`config.mk`:
```
export PLATFORM = sky130hd
export DESIGN_NAME = uart_alu_bridge_flat
export DESIGN_NICKNAME = d
export VERILOG_FILES = /design/src/rtl/uart_alu_bridge_if.sv /design/src/rtl/uart_alu_bridge.sv /design/src/flat_wrapper.sv
export SDC_FILE = /design/constraint.sdc
export NUM_CORES = 1
export LEC_CHECK = 0
export ABC_AREA = 1
export BUFFER_PORTS_ARGS = -buffer_cell sky130_fd_sc_hd__buf_2
export CORE_UTILIZATION = 31
export CTS_CLUSTER_SIZE = 12
export DETAILED_ROUTE_END_ITERATION = 10
export GPL_TIMING_DRIVEN = 0
export HOLD_SLACK_MARGIN = 0.1
export PLACE_DENSITY_LB_ADDON = 0.15
export SLEW_MARGIN = 20
export SYNTH_ARGS = -nofsm -noshare
export SYNTH_HDL_FRONTEND = slang
export SYNTH_SLANG_ARGS = --single-unit
export TNS_END_PERCENT = 1
```
`constraint.sdc`:
```
create_clock -name clk -period 4.7 [get_ports clk]
set_input_delay 0.94 -clock clk [delete_from_list [all_inputs] [get_ports clk]]
set_output_delay 0.94 -clock clk [all_outputs]
set_load 0.02 [all_outputs]
```
`src/rtl/uart_alu_bridge_if.sv`:
```
// Bundle of the bridge-facing UART receiver, ALU and UART transmitter signals.
// master: the bridge (drives operands, opcode, tx request, status).
// slave: the surrounding receiver/ALU/transmitter environment.
interface uart_alu_bridge_if #(
  parameter int NB_DATA = 8,
  parameter int NB_OP   = 6
);
  logic               rx_done_tick;
  logic [NB_DATA-1:0] rx_data;
  logic [NB_DATA-1:0] alu_result;
  logic [NB_DATA-1:0] alu_a;
  logic [NB_DATA-1:0] alu_b;
  logic [NB_OP-1:0]   alu_op;
  logic               tx_start;
  logic [NB_DATA-1:0] tx_data;
  logic               tx_done_tick;
  logic               busy;
  logic               timeout_err;

  modport master (
    input  rx_done_tick, rx_data, alu_result, tx_done_tick,
    output alu_a, alu_b, alu_op, tx_start, tx_data, busy, timeout_err
  );

  modport slave (
    output rx_done_tick, rx_data, alu_result, tx_done_tick,
    input  alu_a, alu_b, alu_op, tx_start, tx_data, busy, timeout_err
  );
endinterface

```
`src/rtl/uart_alu_bridge.sv`:
```
// Frames received bytes (HEADER, A, B, OP) into ALU operands and sends the result byte to the UART tx.
// Latency: tx_start is high two cycles after the opcode byte's rx_done_tick.
// Backpressure: none on rx; bytes arriving while executing/transmitting are dropped, tx waits for tx_done_tick.
module uart_alu_bridge #(
  parameter int                 NB_DATA        = 8,
  parameter int                 NB_OP          = 6,
  parameter logic [NB_DATA-1:0] HEADER         = {NB_DATA{1'b1}},
  parameter int                 TIMEOUT_CYCLES = 2_000_000
) (
  input  logic clk,
  input  logic reset,
  uart_alu_bridge_if.master bus
);

  // The counter only has to reach TIMEOUT_CYCLES-1.
  localparam int CNT_W = (TIMEOUT_CYCLES > 1) ? $clog2(TIMEOUT_CYCLES) : 1;
  localparam logic [CNT_W-1:0] CNT_LAST = CNT_W'(TIMEOUT_CYCLES - 1);

  typedef enum logic [2:0] {
    S_IDLE,
    S_GET_A,
    S_GET_B,
    S_GET_OP,
    S_EXEC,
    S_SEND,
    S_WAIT_TX
  } state_t;

  state_t             state_q, state_d;
  logic [NB_DATA-1:0] a_q, a_d;
  logic [NB_DATA-1:0] b_q, b_d;
  logic [NB_OP-1:0]   op_q, op_d;
  logic [NB_DATA-1:0] tx_data_q, tx_data_d;
  logic               tx_start_q, tx_start_d;
  logic               tout_q, tout_d;
  logic [CNT_W-1:0]   cnt_q, cnt_d;
  logic               expired;

  // Inter-byte idle counter has hit its limit this cycle.
  assign expired = (cnt_q == CNT_LAST);

  // State and datapath registers; async reset returns everything to zero/IDLE.
  always_ff @(posedge clk or posedge reset) begin
    if (reset) begin
      state_q    <= S_IDLE;
      a_q        <= '0;
      b_q        <= '0;
      op_q       <= '0;
      tx_data_q  <= '0;
      tx_start_q <= 1'b0;
      tout_q     <= 1'b0;
      cnt_q      <= '0;
    end else begin
      state_q    <= state_d;
      a_q        <= a_d;
      b_q        <= b_d;
      op_q       <= op_d;
      tx_data_q  <= tx_data_d;
      tx_start_q <= tx_start_d;
      tout_q     <= tout_d;
      cnt_q      <= cnt_d;
    end
  end

  // Frame sequencing, operand capture, timeout and tx request generation.
  always_comb begin
    state_d    = state_q;
    a_d        = a_q;
    b_d        = b_q;
    op_d       = op_q;
    tx_data_d  = tx_data_q;
    tx_start_d = 1'b0;
    tout_d     = 1'b0;
    // Counter is zero outside the byte-collecting states, so entry to GET_A starts from zero.
    cnt_d      = '0;

    case (state_q)
      S_IDLE: begin
        if (bus.rx_done_tick && (bus.rx_data == HEADER)) begin
          state_d = S_GET_A;
        end
      end

      // Inside a frame a HEADER value is ordinary data; no resync.
      S_GET_A: begin
        if (bus.rx_done_tick) begin
          a_d     = bus.rx_data;
          state_d = S_GET_B;
        end else if (expired) begin
          state_d = S_IDLE;
          tout_d  = 1'b1;
        end else begin
          cnt_d = cnt_q + CNT_W'(1);
        end
      end

      S_GET_B: begin
        if (bus.rx_done_tick) begin
          b_d     = bus.rx_data;
          state_d = S_GET_OP;
        end else if (expired) begin
          state_d = S_IDLE;
          tout_d  = 1'b1;
        end else begin
          cnt_d = cnt_q + CNT_W'(1);
        end
      end

      S_GET_OP: begin
        if (bus.rx_done_tick) begin
          op_d    = bus.rx_data[NB_OP-1:0];
          state_d = S_EXEC;
        end else if (expired) begin
          state_d = S_IDLE;
          tout_d  = 1'b1;
        end else begin
          cnt_d = cnt_q + CNT_W'(1);
        end
      end

      // ALU has had one full cycle with the new operands; capture its result.
      S_EXEC: begin
        tx_data_d  = bus.alu_result;
        tx_start_d = 1'b1;
        state_d    = S_SEND;
      end

      S_SEND: begin
        state_d = S_WAIT_TX;
      end

      S_WAIT_TX: begin
        if (bus.tx_done_tick) begin
          state_d = S_IDLE;
        end
      end

      default: begin
        state_d = S_IDLE;
      end
    endcase
  end

  assign bus.alu_a       = a_q;
  assign bus.alu_b       = b_q;
  assign bus.alu_op      = op_q;
  assign bus.tx_data     = tx_data_q;
  assign bus.tx_start    = tx_start_q;
  assign bus.timeout_err = tout_q;
  assign bus.busy        = (state_q != S_IDLE);

endmodule

```
`src/flat_wrapper.sv`:
```
// flat-port wrapper written by rule: the top's interface ports become plain ports
module uart_alu_bridge_flat 
#(
  parameter int                 NB_DATA        = 8,
  parameter int                 NB_OP          = 6,
  parameter logic [NB_DATA-1:0] HEADER         = {NB_DATA{1'b1}},
  parameter int                 TIMEOUT_CYCLES = 2_000_000
)
  (clk, reset, bus_rx_done_tick, bus_rx_data, bus_alu_result, bus_tx_done_tick, bus_alu_a, bus_alu_b, bus_alu_op, bus_tx_start, bus_tx_data, bus_busy, bus_timeout_err);
  uart_alu_bridge_if #(.NB_DATA(NB_DATA), .NB_OP(NB_OP)) bus_i ();
  input  logic clk;
  input  logic reset;
  input wire logic [$bits(bus_i.rx_done_tick)-1:0] bus_rx_done_tick;
  input wire logic [$bits(bus_i.rx_data)-1:0] bus_rx_data;
  input wire logic [$bits(bus_i.alu_result)-1:0] bus_alu_result;
  input wire logic [$bits(bus_i.tx_done_tick)-1:0] bus_tx_done_tick;
  output wire logic [$bits(bus_i.alu_a)-1:0] bus_alu_a;
  output wire logic [$bits(bus_i.alu_b)-1:0] bus_alu_b;
  output wire logic [$bits(bus_i.alu_op)-1:0] bus_alu_op;
  output wire logic [$bits(bus_i.tx_start)-1:0] bus_tx_start;
  output wire logic [$bits(bus_i.tx_data)-1:0] bus_tx_data;
  output wire logic [$bits(bus_i.busy)-1:0] bus_busy;
  output wire logic [$bits(bus_i.timeout_err)-1:0] bus_timeout_err;
  assign bus_i.rx_done_tick = bus_rx_done_tick;
  assign bus_i.rx_data = bus_rx_data;
  assign bus_i.alu_result = bus_alu_result;
  assign bus_i.tx_done_tick = bus_tx_done_tick;
  assign bus_alu_a = bus_i.alu_a;
  assign bus_alu_b = bus_i.alu_b;
  assign bus_alu_op = bus_i.alu_op;
  assign bus_tx_start = bus_i.tx_start;
  assign bus_tx_data = bus_i.tx_data;
  assign bus_busy = bus_i.busy;
  assign bus_timeout_err = bus_i.timeout_err;
  uart_alu_bridge #(.NB_DATA(NB_DATA), .NB_OP(NB_OP), .HEADER(HEADER), .TIMEOUT_CYCLES(TIMEOUT_CYCLES)) u_core (.clk(clk), .reset(reset), .bus(bus_i));
endmodule
```
# == Word-level counts from Yosys, hierarchy flattened ==
# Cells that the tools add are included.
# classes
addsub,1
eq_ne,10
n_mux,14
n_reduce_logical,8
# op_table
cell,n
21-bit two-way mux,3
"21-bit by 1-bit adder with 21-bit output, second input constant",1
"21-bit equality test, second input constant",1
3-bit one-hot mux with 7 select lines,1
3-bit two-way mux,6
"3-bit equality test, second input constant",3
"8-bit equality test, second input constant",1
2-bit AND reduction,4
"3-bit by 2-bit equality test with 1-bit output, second input constant",2
1-bit two-way mux,4
"3-bit by 1-bit equality test with 1-bit output, second input constant",1
3-bit logical NOT,1
3-bit nonzero test,1
3-bit OR reduction,1
"2-bit by 1-bit != test with 1-bit output, second input constant",1
"2-bit != test, second input constant",1
1-bit logical AND,1
# word_totals
ff_bits,56
inputBits,20
output_inout_bits,33
word_cells,41

# == Depth between registers and ports, before layout ==
# Gate-level depths: netlist of run 1.
# depth
ltp_word,4
depth_mapped,9
mapped_depth_nobuf,9

# == Worst setup path before layout of run 1 ==
# OpenSTA, ideal clock, no wires.
# synth_timing
path_type,register to output
startpoint,reg u_core.state_q[1]
endpoint,out bus_busy
arrival_time_ps,835
required_ps,3760
path_slack_ps,2925
stages_incl_launch_ff,5
n_path_buf,0
path_cell_list,dfrtp_1 nor2_1 inv_1 nor2_1 inv_1
# synth_between
elab_chain_cells,1
# synth_rtl
element,line,rtl
"start, declared",uart_alu_bridge.sv:29,"state_t state_q, state_d;"
"start signal, assigned",uart_alu_bridge.sv:54,state_q <= state_d;
3-bit nonzero test,uart_alu_bridge.sv:150,assign bus.busy = (state_q != S_IDLE);
"end, declared",flat_wrapper.sv:22,output wire logic [$bits(bus_i.busy)-1:0] bus_busy;
# No other way between the ends.

# == Worst setup path in the final report of run 1 ==
# Ends and elaborated chain as after synthesis.

==> results of run 1 <==
## synth_stat cells
master    count  area share [%]
buf_2         1            0.20
inv_1        34             5.0
nor3_1        9             1.8
nor3_4        1            0.64
nor3_2        1            0.39
nand3_2       3             1.2
nand2_2       4            0.98
buf_6         1            0.44
nand3_1       5            0.98
o21ai_2       1            0.34
xnor2_1       2            0.68
nor3b_2       3             1.5
nor2_1       39             5.7
clkbuf_1      2            0.29
nor2_2        3            0.73
ha_1          1            0.49
a21oi_1       7             1.4
nor2_4        2            0.88
a31o_2        1            0.34
nand2_1      85              12
xor2_1        2            0.68
o21ai_0      24             4.7
dfrtp_1      56              55
nand4_1       6             1.5
a31oi_1       2            0.49
o21a_1        1            0.29
nand3_4       1            0.68
inv_2         2            0.29
nand3b_1      1            0.29
## cell usage in the layout (no fill, tap or decap), types with 2 or more instances in the layout
cell type  count
o21ai_0       24
dfrtp_1       56
nand4_1        6
inv_1         33
nor3b_2        3
nor2_2         3
clkbuf_8       6
clkbuf_1       2
nand3_1        5
nor3_1         9
nand3_2        3
xor2_1         2
a21oi_1        7
inv_2          2
nor2_1        39
nand2_2        4
nor2_4         2
a31oi_1        2
nand2_1       85
xnor2_1        2
buf_2         53
## worst max-delay path, delay by kind of cell (launching register included)
kind,cells,cell delay [ns]
and+or+nand+nor,2,0.29
buffers and inverters,3,0.31
DFF,1,0.46
## worst paths after layout
path	from	to	slack [ns]	cells past startpoint
max	u_core.state_q[1]	bus_busy	2.41	5
min	u_core.bus.tx_data[0]	u_core.bus.tx_data[0]	0.47	2
max reg2reg	u_core.cnt_q[0]	u_core.cnt_q[18]	3.14	8
min reg2reg	u_core.bus.tx_data[0]	u_core.bus.tx_data[0]	0.47	2
max in group asynchronous	reset	u_core.cnt_q[16]	3.70	3
min in group asynchronous	reset	u_core.cnt_q[0]	0.55	2
## stage by stage
step | util [%] | std cells
global route | 39.2 | 463
finish | 39.2 | 463
detailed placement | 37.9 | 455
CTS | 39.2 | 463
global placement | 37.5 | 454
floorplan | - | 300
## logic make-up after synthesis
kind of cell | count (synthesis) | synth area share, %
XOR/XNOR | 4 | 1.37
adder cells (fa/ha/maj) | 1 | 0.489
AND/OR/NAND/NOR | 163 | 29.6
flip-flops | 56 | 54.8
AO/OA/AOI/OAI | 36 | 7.53
buffers and inverters | 40 | 6.21
## routing by layer
metal  GRT usage, %  routed length (um)  share of wire [%]
met1           18.0                2530                 47
met2           23.0                2560                 48
met3           2.87                 198                3.7
met4           4.49                  68                1.3
met5              0                   0                  0
## layout make-up
cell class	instances	area, um2	share of cell area [%]
buffer	4	23.8	0.774
clock buffer	6	82.6	2.69
clock inverter	2	13.8	0.448
inverter	36	138	4.48
multi-input combinational	204	998	32.5
sequential	56	1400	45.6
tap	102	128	4.15
timing repair buffer	53	288	9.36
## power by group through the flow
stage | clock network (mW) | registers (mW) | logic (mW)
final | 0.278 | 0.704 | 0.589
after global routing | 0.306 | 0.724 | 0.669
after floorplan | 0 | 0.864 | 0.237
after global placement | 0 | 0.712 | 0.593
after detailed placement | 0 | 0.712 | 0.602
after CTS | 0.292 | 0.706 | 0.601
## registers in the layout, indices dropped and copies added (netlist names)
signal	count
u_core.bus.tx_start	1
u_core.bus.alu_a	8
u_core.bus.tx_data	8
u_core.bus.alu_op	6
u_core.state_q	3
u_core.cnt_q	21
u_core.bus.timeout_err	1
u_core.bus.alu_b	8
==> impl_results.md, run 1 <==
* Status: completed
* Number of global-route vias before repair at approximately 2100
* Syn_nets at 321
* Drt pass-1 iters at 4
* Post-layout instance area at 0.00307 mm2
* Setup Skew at approximately 0.0086 ns
* IO Pins at 53
* Switching Share at about two fifths
* Clk pwr share at roughly 18%
* Post-route setup TNS at 0 ns
* Core Area at between 0.007 and 0.008 mm2
* Hold WS at 0.474 ns
* Final Wtd Congestion at 0.836
* WL/cell at 11.6 um
* Total chip power at between 1.5 and 2 mW
* Latest clock arrival within the worst-skew pair at ~0.31 ns
* Drt drc at 0
* Syn avg cell area at 8.53 um2
* First-pass GRT wire length at 9.58 mm
* Period minus WS final at 2.29 ns
* Slew Limit Fails at 0
* CP cell instances: nor2_1, inv_1, nor2_1, inv_1, buf_2
* Hold/Removal Path Class: reg -> reg
* Yosys reg bits at 56
* H-tree levels at 2
* Cell Pwr Density at just over 500 mW/mm2
* CP max stage delay at 0.46 ns
* Cells after Synth at 300
* CP Launch Type: register
* P_int at 0.940 mW
* Setup-failing EPs final at 0
* Total CTS buffers at 5
* Switching power at 0.631 mW
* Initial Util at 32.6%
* Final nets at approximately 380
* Period utilization at 48.8%
* Worst path slowest cell: dfrtp_1
* Area after DPL at 0.00298 mm2
* Gr usage total at 13.9%
* Hold buffer count at CTS at 0
* Slew HR at a little under three quarters
* Sequential-to-total area share from yosys stat at 54.8%
* Max IR drop VDD at 0.000258 V
* # Post-CTS Setup Buffers at 0
* Crit path DAT at 1.35 ns
* Die area at 0.00862 mm2
* Gate power share at a little under two fifths
* Die W at 92.9 um
* Post-route ant nets at 0
* Vias per cell at approximately 4.5
* Yosys cell types at 29
* Yosys warns at 0
* Mapped Area at 0.00256 mm2
* Post-CTS sizing at 0
* Clock-pin slew on the worst setup and hold paths at 0.10 ns
* CTS tree: built
* Initial antenna violation count at 0
* Critical Path Sink Type: output port
* Drt total wl at 5.36 mm
* CTS max path bufs at 2
* Leak at 1.56 nW
* I/O Buffers at 52
* Final WS setup at around 2.4 ns
* Clock tree sinks at 56
* Vias at 2064
* Sequential power share at 44.8%
* Place WS at around 2.6 ns
* Max-Cap Viols at 0
* Area Growth Syn to Fin at 20.1%
* Actual slew at the worst max-slew pin at around 0.43 ns
* Row Count at 32
* Final hold vios at 0
* Number of DRC markers in iteration 0 at 60
* Fill count at approximately 880
* Ant. Diodes at 0
* RSZ-0062 raised after global routing: no
* Total gr overflow at 0
* Post-detail-place hpwl at 4.01 mm
* Layout cells sized above 1 at 23.8%
* Largest net degree at the start of global routing at 43
* Clock root cell: clkbuf_8
* Die height at 92.9 um
* Peak fanout along the critical path at 7
* Worst Path Class, Setup: reg -> out
* Critical Path RT at 3.76 ns
* Upper clock frequency limit at 436 MHz
Power figures use the tool's default switching activity.
==> inputs of run 2 (changes only) <==
==> constraint.sdc (replaced) <==
create_clock -name clk -period 2 [get_ports clk]
set_input_delay 0.4 -clock clk [delete_from_list [all_inputs] [get_ports clk]]
set_output_delay 0.4 -clock clk [all_outputs]
set_load 0.02 [all_outputs]
==> impl_results.md, run 2 (same netlist as run 1, synthesis figures left out) <==
* Status: completed
* I/O Buffers at between 50 and 60
* Max IR drop VDD at a little over 0.0006 V
* WL/cell at 11.6 um
* First-pass GRT wire length at 9.58 mm
* Number of global-route vias before repair at between 2000 and 2500
* Initial antenna violation count at 0
* CP max stage delay at around 0.46 ns
* Clock root cell: clkbuf_8
* Number of DRC markers in iteration 0 at 63
* Finished Core Util at 39.3%
* Max reg flops at 21
* WP buf/inv at 3
* Hold Crit Start: bus_alu_result[0]
* Clock-pin slew on the worst setup and hold paths at 0.10 ns
* Actual slew at the worst max-slew pin at about 0.43 ns
* Clock tree sinks at 56
* Drt drc at 0
* CP cell instances: nor2_1, inv_1, nor2_1, inv_1, buf_2
* CTS max path bufs at 2
* Reg2reg start: u_core.cnt_q[0]
* Cell Pwr Density at 1200 mW/mm2
* Slew Limit Fails at 0
* Ant. Diodes at 0
* Latest clock arrival within the worst-skew pair at 0.31 ns
* Core Area at 0.00785 mm2
* Worst Path Class, Setup: reg -> out
* Crit path max-delay family: flip-flops
* Hold-critical path depth at 3
* Layout cells sized above 1 at between 20% and 30%
* Vias at 2069
* Setup Skew at 0.00856 ns
* IO Pins at 53
* Drt pass-1 iters at 4
* Critical Path RT at roughly 1.6 ns
* Peak fanout along the critical path at 7
* Total CTS buffers at 5
* Biggest register: u_core.cnt_q
* Row Count at 32
* FF-to-FF setup slack at between 0.4 and 0.5 ns
* Crit path DAT at ~1.4 ns
* Initial Util at between 30% and 40%
* Final hold vios at 0
* RSZ-0062 raised after global routing: no
* Total gr overflow at 0
* Most common cell after layout, fill and taps aside: nand2_1
* Area Growth Syn to Fin at 20.5%
* Slew HR at 71.7%
* Critical Path Sink Type: output port
* Largest net degree at the start of global routing at 43
* Upper clock frequency limit at 570 MHz
* Most frequent cells in the layout: nand2_1, dfrtp_1, buf_2
* CTS tree: built
* Drt total wl at 5.36 mm
* # Post-CTS Setup Buffers at 0
* Hold WS at 0.286 ns
* Die area at 0.00862 mm2
* Worst r2r dst: u_core.cnt_q[18]
* Worst R2R Path Depth at 8
* Gr usage total at 13.9%
* Post-route ant nets at 0
* Endpoint, Worst Hold: u_core.bus.tx_data[0]
* Post-CTS sizing at 0
* Period utilization at 87.7%
* H-tree levels at 2
* Vias per cell at 4.46
* Setup-failing EPs final at 0
* Period minus WS final at 1.75 ns
* Leak at around 1.6 nW
* CP Launch Type: register
* Worst path slowest cell: dfrtp_1
* Hold/Removal Path Class: in -> reg
* Final nets at 382
* Die height at 92.9 um
* Post-detail-place hpwl at 4.01 mm
* Final Wtd Congestion at 0.836
* Max-Cap Viols at 0
* Die W at approximately 93 um
==> run 2: cell count changes in the layout (fill, tap and decap cells not counted) <==
cell / before / now
dlygate4sd3_1: 0 / 1
==> run 2: final cells by class <==
type / instances / area (um2)
Sequential cell: 56 / 1400
Clock inverter: 2 / 13.8
Clock buffer: 6 / 82.6
Inverter: 36 / 138
Timing Repair Buffer: 54 / 298
Fill cell: 882 / 4760
Multi-Input combinational cell: 204 / 998
Tap cell: 102 / 128
Buffer: 4 / 23.8
==> run 2: through the flow <==
stage / cells / worst slack [ns] / power, mW / area [um2] / TNS, ns
3_3_place_gp: 454 / -0.583 / 3.07 / 2950 / -32.47
5_1_grt: 464 / 0.0624 / 3.99 / 3080 / 0
3_5_place_dp: 455 / 0.423 / 3.09 / 2980 / 0
2_1_floorplan: 300 / 0.229 / 2.59 / 2560 / 0
4_1_cts: 464 / 0.231 / 3.76 / 3080 / 0
6_report: 464 / 0.247 / 3.69 / 3080 / 0
==> run 2: timing repair <==
item,CTS,global route
hold buffers,1,0
endpoints found under the hold margin,14,0
endpoints found under the setup margin,0,0
==> run 2: where the power goes <==
part           total [mW]  internal [mW]  switching (mW)
logic                1.39          0.465           0.921
registers            1.66           1.46           0.194
clock network       0.654          0.284           0.369
total                3.69           2.21            1.48
==> run 2: per-layer routing <==
| layer | wire (um) | track usage [%] | share of wire, % | vias to the layer above |
|---|---|---|---|---|
| li1 | - | - | - | 1065 |
| met1 | 2530 | 18.0 | 47 | 961 |
| met2 | 2560 | 23.0 | 48 | 37 |
| met3 | 198 | 2.87 | 3.7 | 6 |
| met4 | 68 | 4.49 | 1.3 | 0 |
| met5 | 0 | 0 | 0 | - |
==> run 2: worst max path at each step <==
| stage | from | endpoint | slack (ns) | cells past startpoint |
|---|---|---|---|---|
| 2_1_floorplan | reset | u_core.bus.alu_a[0] | 0.23 | 1 |
| 3_3_place_gp | reset | u_core.bus.tx_data[0] | -0.58 | 2 |
| 3_5_place_dp | u_core.state_q[2] | u_core.bus.alu_b[0] | 0.42 | 5 |
| 4_1_cts | u_core.state_q[1] | bus_busy | 0.23 | 5 |
| 5_1_grt | u_core.state_q[1] | bus_busy | 0.06 | 5 |
| 6_report | u_core.state_q[1] | bus_busy | 0.25 | 5 |
==> run 2: tightest hold or removal path, cell delays in order <==
cell and delay [ns]:
buf_2 0.08, nand2_1 0.04, nand2_1 0.05
==> inputs of run 3 (changes only) <==
--- a/config.mk
+++ b/config.mk
@@ -11,8 +11,7 @@
 export CTS_CLUSTER_SIZE = 12
 export DETAILED_ROUTE_END_ITERATION = 10
 export GPL_TIMING_DRIVEN = 0
-export HOLD_SLACK_MARGIN = 0.1
-export PLACE_DENSITY_LB_ADDON = 0.15
+export HOLD_SLACK_MARGIN = 0.12
 export SLEW_MARGIN = 20
 export SYNTH_ARGS = -nofsm -noshare
 export SYNTH_HDL_FRONTEND = slang
==> impl_results.md, run 3 (same netlist as run 1, synthesis figures left out) <==
* CP cell instances: nor2_1, inv_1, nor2_1, inv_1, buf_2
* Clock tree sinks at 56
* Vias at roughly 2100
* Vias per cell at 4.52
* Period minus WS final at approximately 1.8 ns
* Clk pwr share at 20.2%
* Critical Path RT at 1.60 ns
* Post-CTS sizing at 0
* Die height at 92.9 um
* Gr usage total at 13.4%
* First-pass GRT wire length at between 9 and 10 mm
* Latest clock arrival within the worst-skew pair at 0.32 ns
* Initial Util at 32.6%
* Most common cell after layout, fill and taps aside: nand2_1
* P_int at approximately 2.3 mW
* Number of global-route vias before repair at 1976
* Cells after DPL at around 450
* Largest net degree at the start of global routing at 57
* Ant. Diodes at 0
* Peak fanout along the critical path at 7
* Area occupied by multi-input gates at around 1000 um2
* Number of DRC markers in iteration 0 at 59
* Final non-filler cell total at 462
* Area after DPL at 0.00295 mm2
* Cell Pwr Density at 1240 mW/mm2
* Post-layout instance area at 0.00306 mm2
* CP max stage delay at 0.46 ns
* Crit path DAT at 1.36 ns
* Biggest register: u_core.cnt_q
* IO Pins at 53
* Clock-pin slew on the worst setup and hold paths at 0.11 ns
* Most frequent cells in the layout: nand2_1, dfrtp_1, buf_2
* Worst path slowest cell: dfrtp_1
* Upper clock frequency limit at approximately 570 MHz
* CTS tree: built
* Core Area at 0.00785 mm2
* CP Launch Type: register
* Worst Path Class, Setup: reg -> out
* Drt drc at 0
* Total gr overflow at 0
* Final WS setup at 0.238 ns
* Hold buffer count at CTS at 0
* Post-route ant nets at 0
* Clock root cell: clkbuf_8
* Area Growth Syn to Fin at 19.8%
* Fill count at 853
* Total CTS buffers at 5
* Gate power share at 36.2%
* Register area at about 0.0014 mm2
* H-tree levels at 2
* Initial antenna violation count at 0
* Period utilization at 88.1%
* Setup-failing EPs final at 0
* Slew Limit Fails at 0
* I/O Buffers at 52
* WL/cell at between 10 and 15 um
* Hold/Removal Path Class: in -> async
* Drt pass-1 iters at 4
* Status: completed
* # Post-CTS Setup Buffers at 0
* Drt total wl at 5.16 mm
* Die W at slightly above 90 um
* Layout cells sized above 1 at 23.6%
* Max IR drop VDD at 0.000616 V
* Slew HR at between 50% and 60%
* Leak at 1.55 nW
* RSZ-0062 raised after global routing: no
* Sequential power share at about 44%
* Switching Share at 39.5%
* Post-detail-place hpwl at ~3.8 mm
* Switching power at 1.50 mW
* Post-route setup TNS at 0 ns
* Setup Skew at 0.0123 ns
* Worst R2R Path Depth at 8
* Critical Path Sink Type: output port
* Die area at 0.00862 mm2
* Final nets at 380
* CTS max path bufs at 2
* Max reg flops at 21
* Place WS at between 0.4 and 0.5 ns
* Final Wtd Congestion at 0.827
* Actual slew at the worst max-slew pin at 0.686 ns
* Final hold vios at 0
* Row Count at 32
* Max-Cap Viols at 0
## run 3: power by group through the flow
stage | clock network [mW] | logic [mW] | registers (mW)
after floorplan | 0 | 0.557 | 2.03
after global placement | 0 | 1.38 | 1.67
after detailed placement | 0 | 1.40 | 1.68
after CTS | 0.783 | 1.40 | 1.66
after global routing | 0.822 | 1.54 | 1.70
final | 0.766 | 1.38 | 1.66
## run 3: critical path: cells and delay by family (launching register included)
family / cells / cell delay (ns)
buffers and inverters: 3 / 0.29
DFF: 1 / 0.46
and+or+nand+nor: 2 / 0.29
## run 3: area by class of cell
| class | instances | area share [%] |
|---|---|---|
| Buffer | 4 | 0.776 |
| Sequential cell | 56 | 45.7 |
| Tap cell | 102 | 4.16 |
| Clock inverter | 3 | 1.51 |
| Timing Repair Buffer | 52 | 8.49 |
| Clock buffer | 5 | 2.25 |
| Multi-Input combinational cell | 204 | 32.6 |
| Inverter | 36 | 4.49 |
## run 3: stage by stage
stage / power [mW] / util (%) / hold WS [ns]
CTS: 3.85 / 39.0 / 0.212
global route: 4.07 / 39.0 / 0.258
floorplan: 2.59 / - / 0.449
global placement: 3.06 / 37.5 / 0.451
finish: 3.80 / 39.0 / 0.188
detailed placement: 3.08 / 37.6 / 0.458
## run 3: path summary, 6_finish.rpt
check,slack [ns],from,to
hold reg to reg,0.48,u_core.bus.tx_data[7],u_core.bus.tx_data[7]
setup reg to reg,0.44,u_core.cnt_q[0],u_core.cnt_q[18]
min in group clk,0.27,bus_alu_result[6],u_core.bus.tx_data[6]
setup / recovery,0.24,u_core.state_q[1],bus_busy
max in group asynchronous,1.35,reset,u_core.cnt_q[19]
hold / removal,0.19,reset,u_core.bus.alu_b[2]
## run 3: per-layer routing
metal  track usage, %  wire, um  vias up
met4             4.23        47        0
met3             2.22       153        4
met2             22.3      2380       40
li1                 -         -     1059
met5                0         0        -
met1             17.7      2580      985
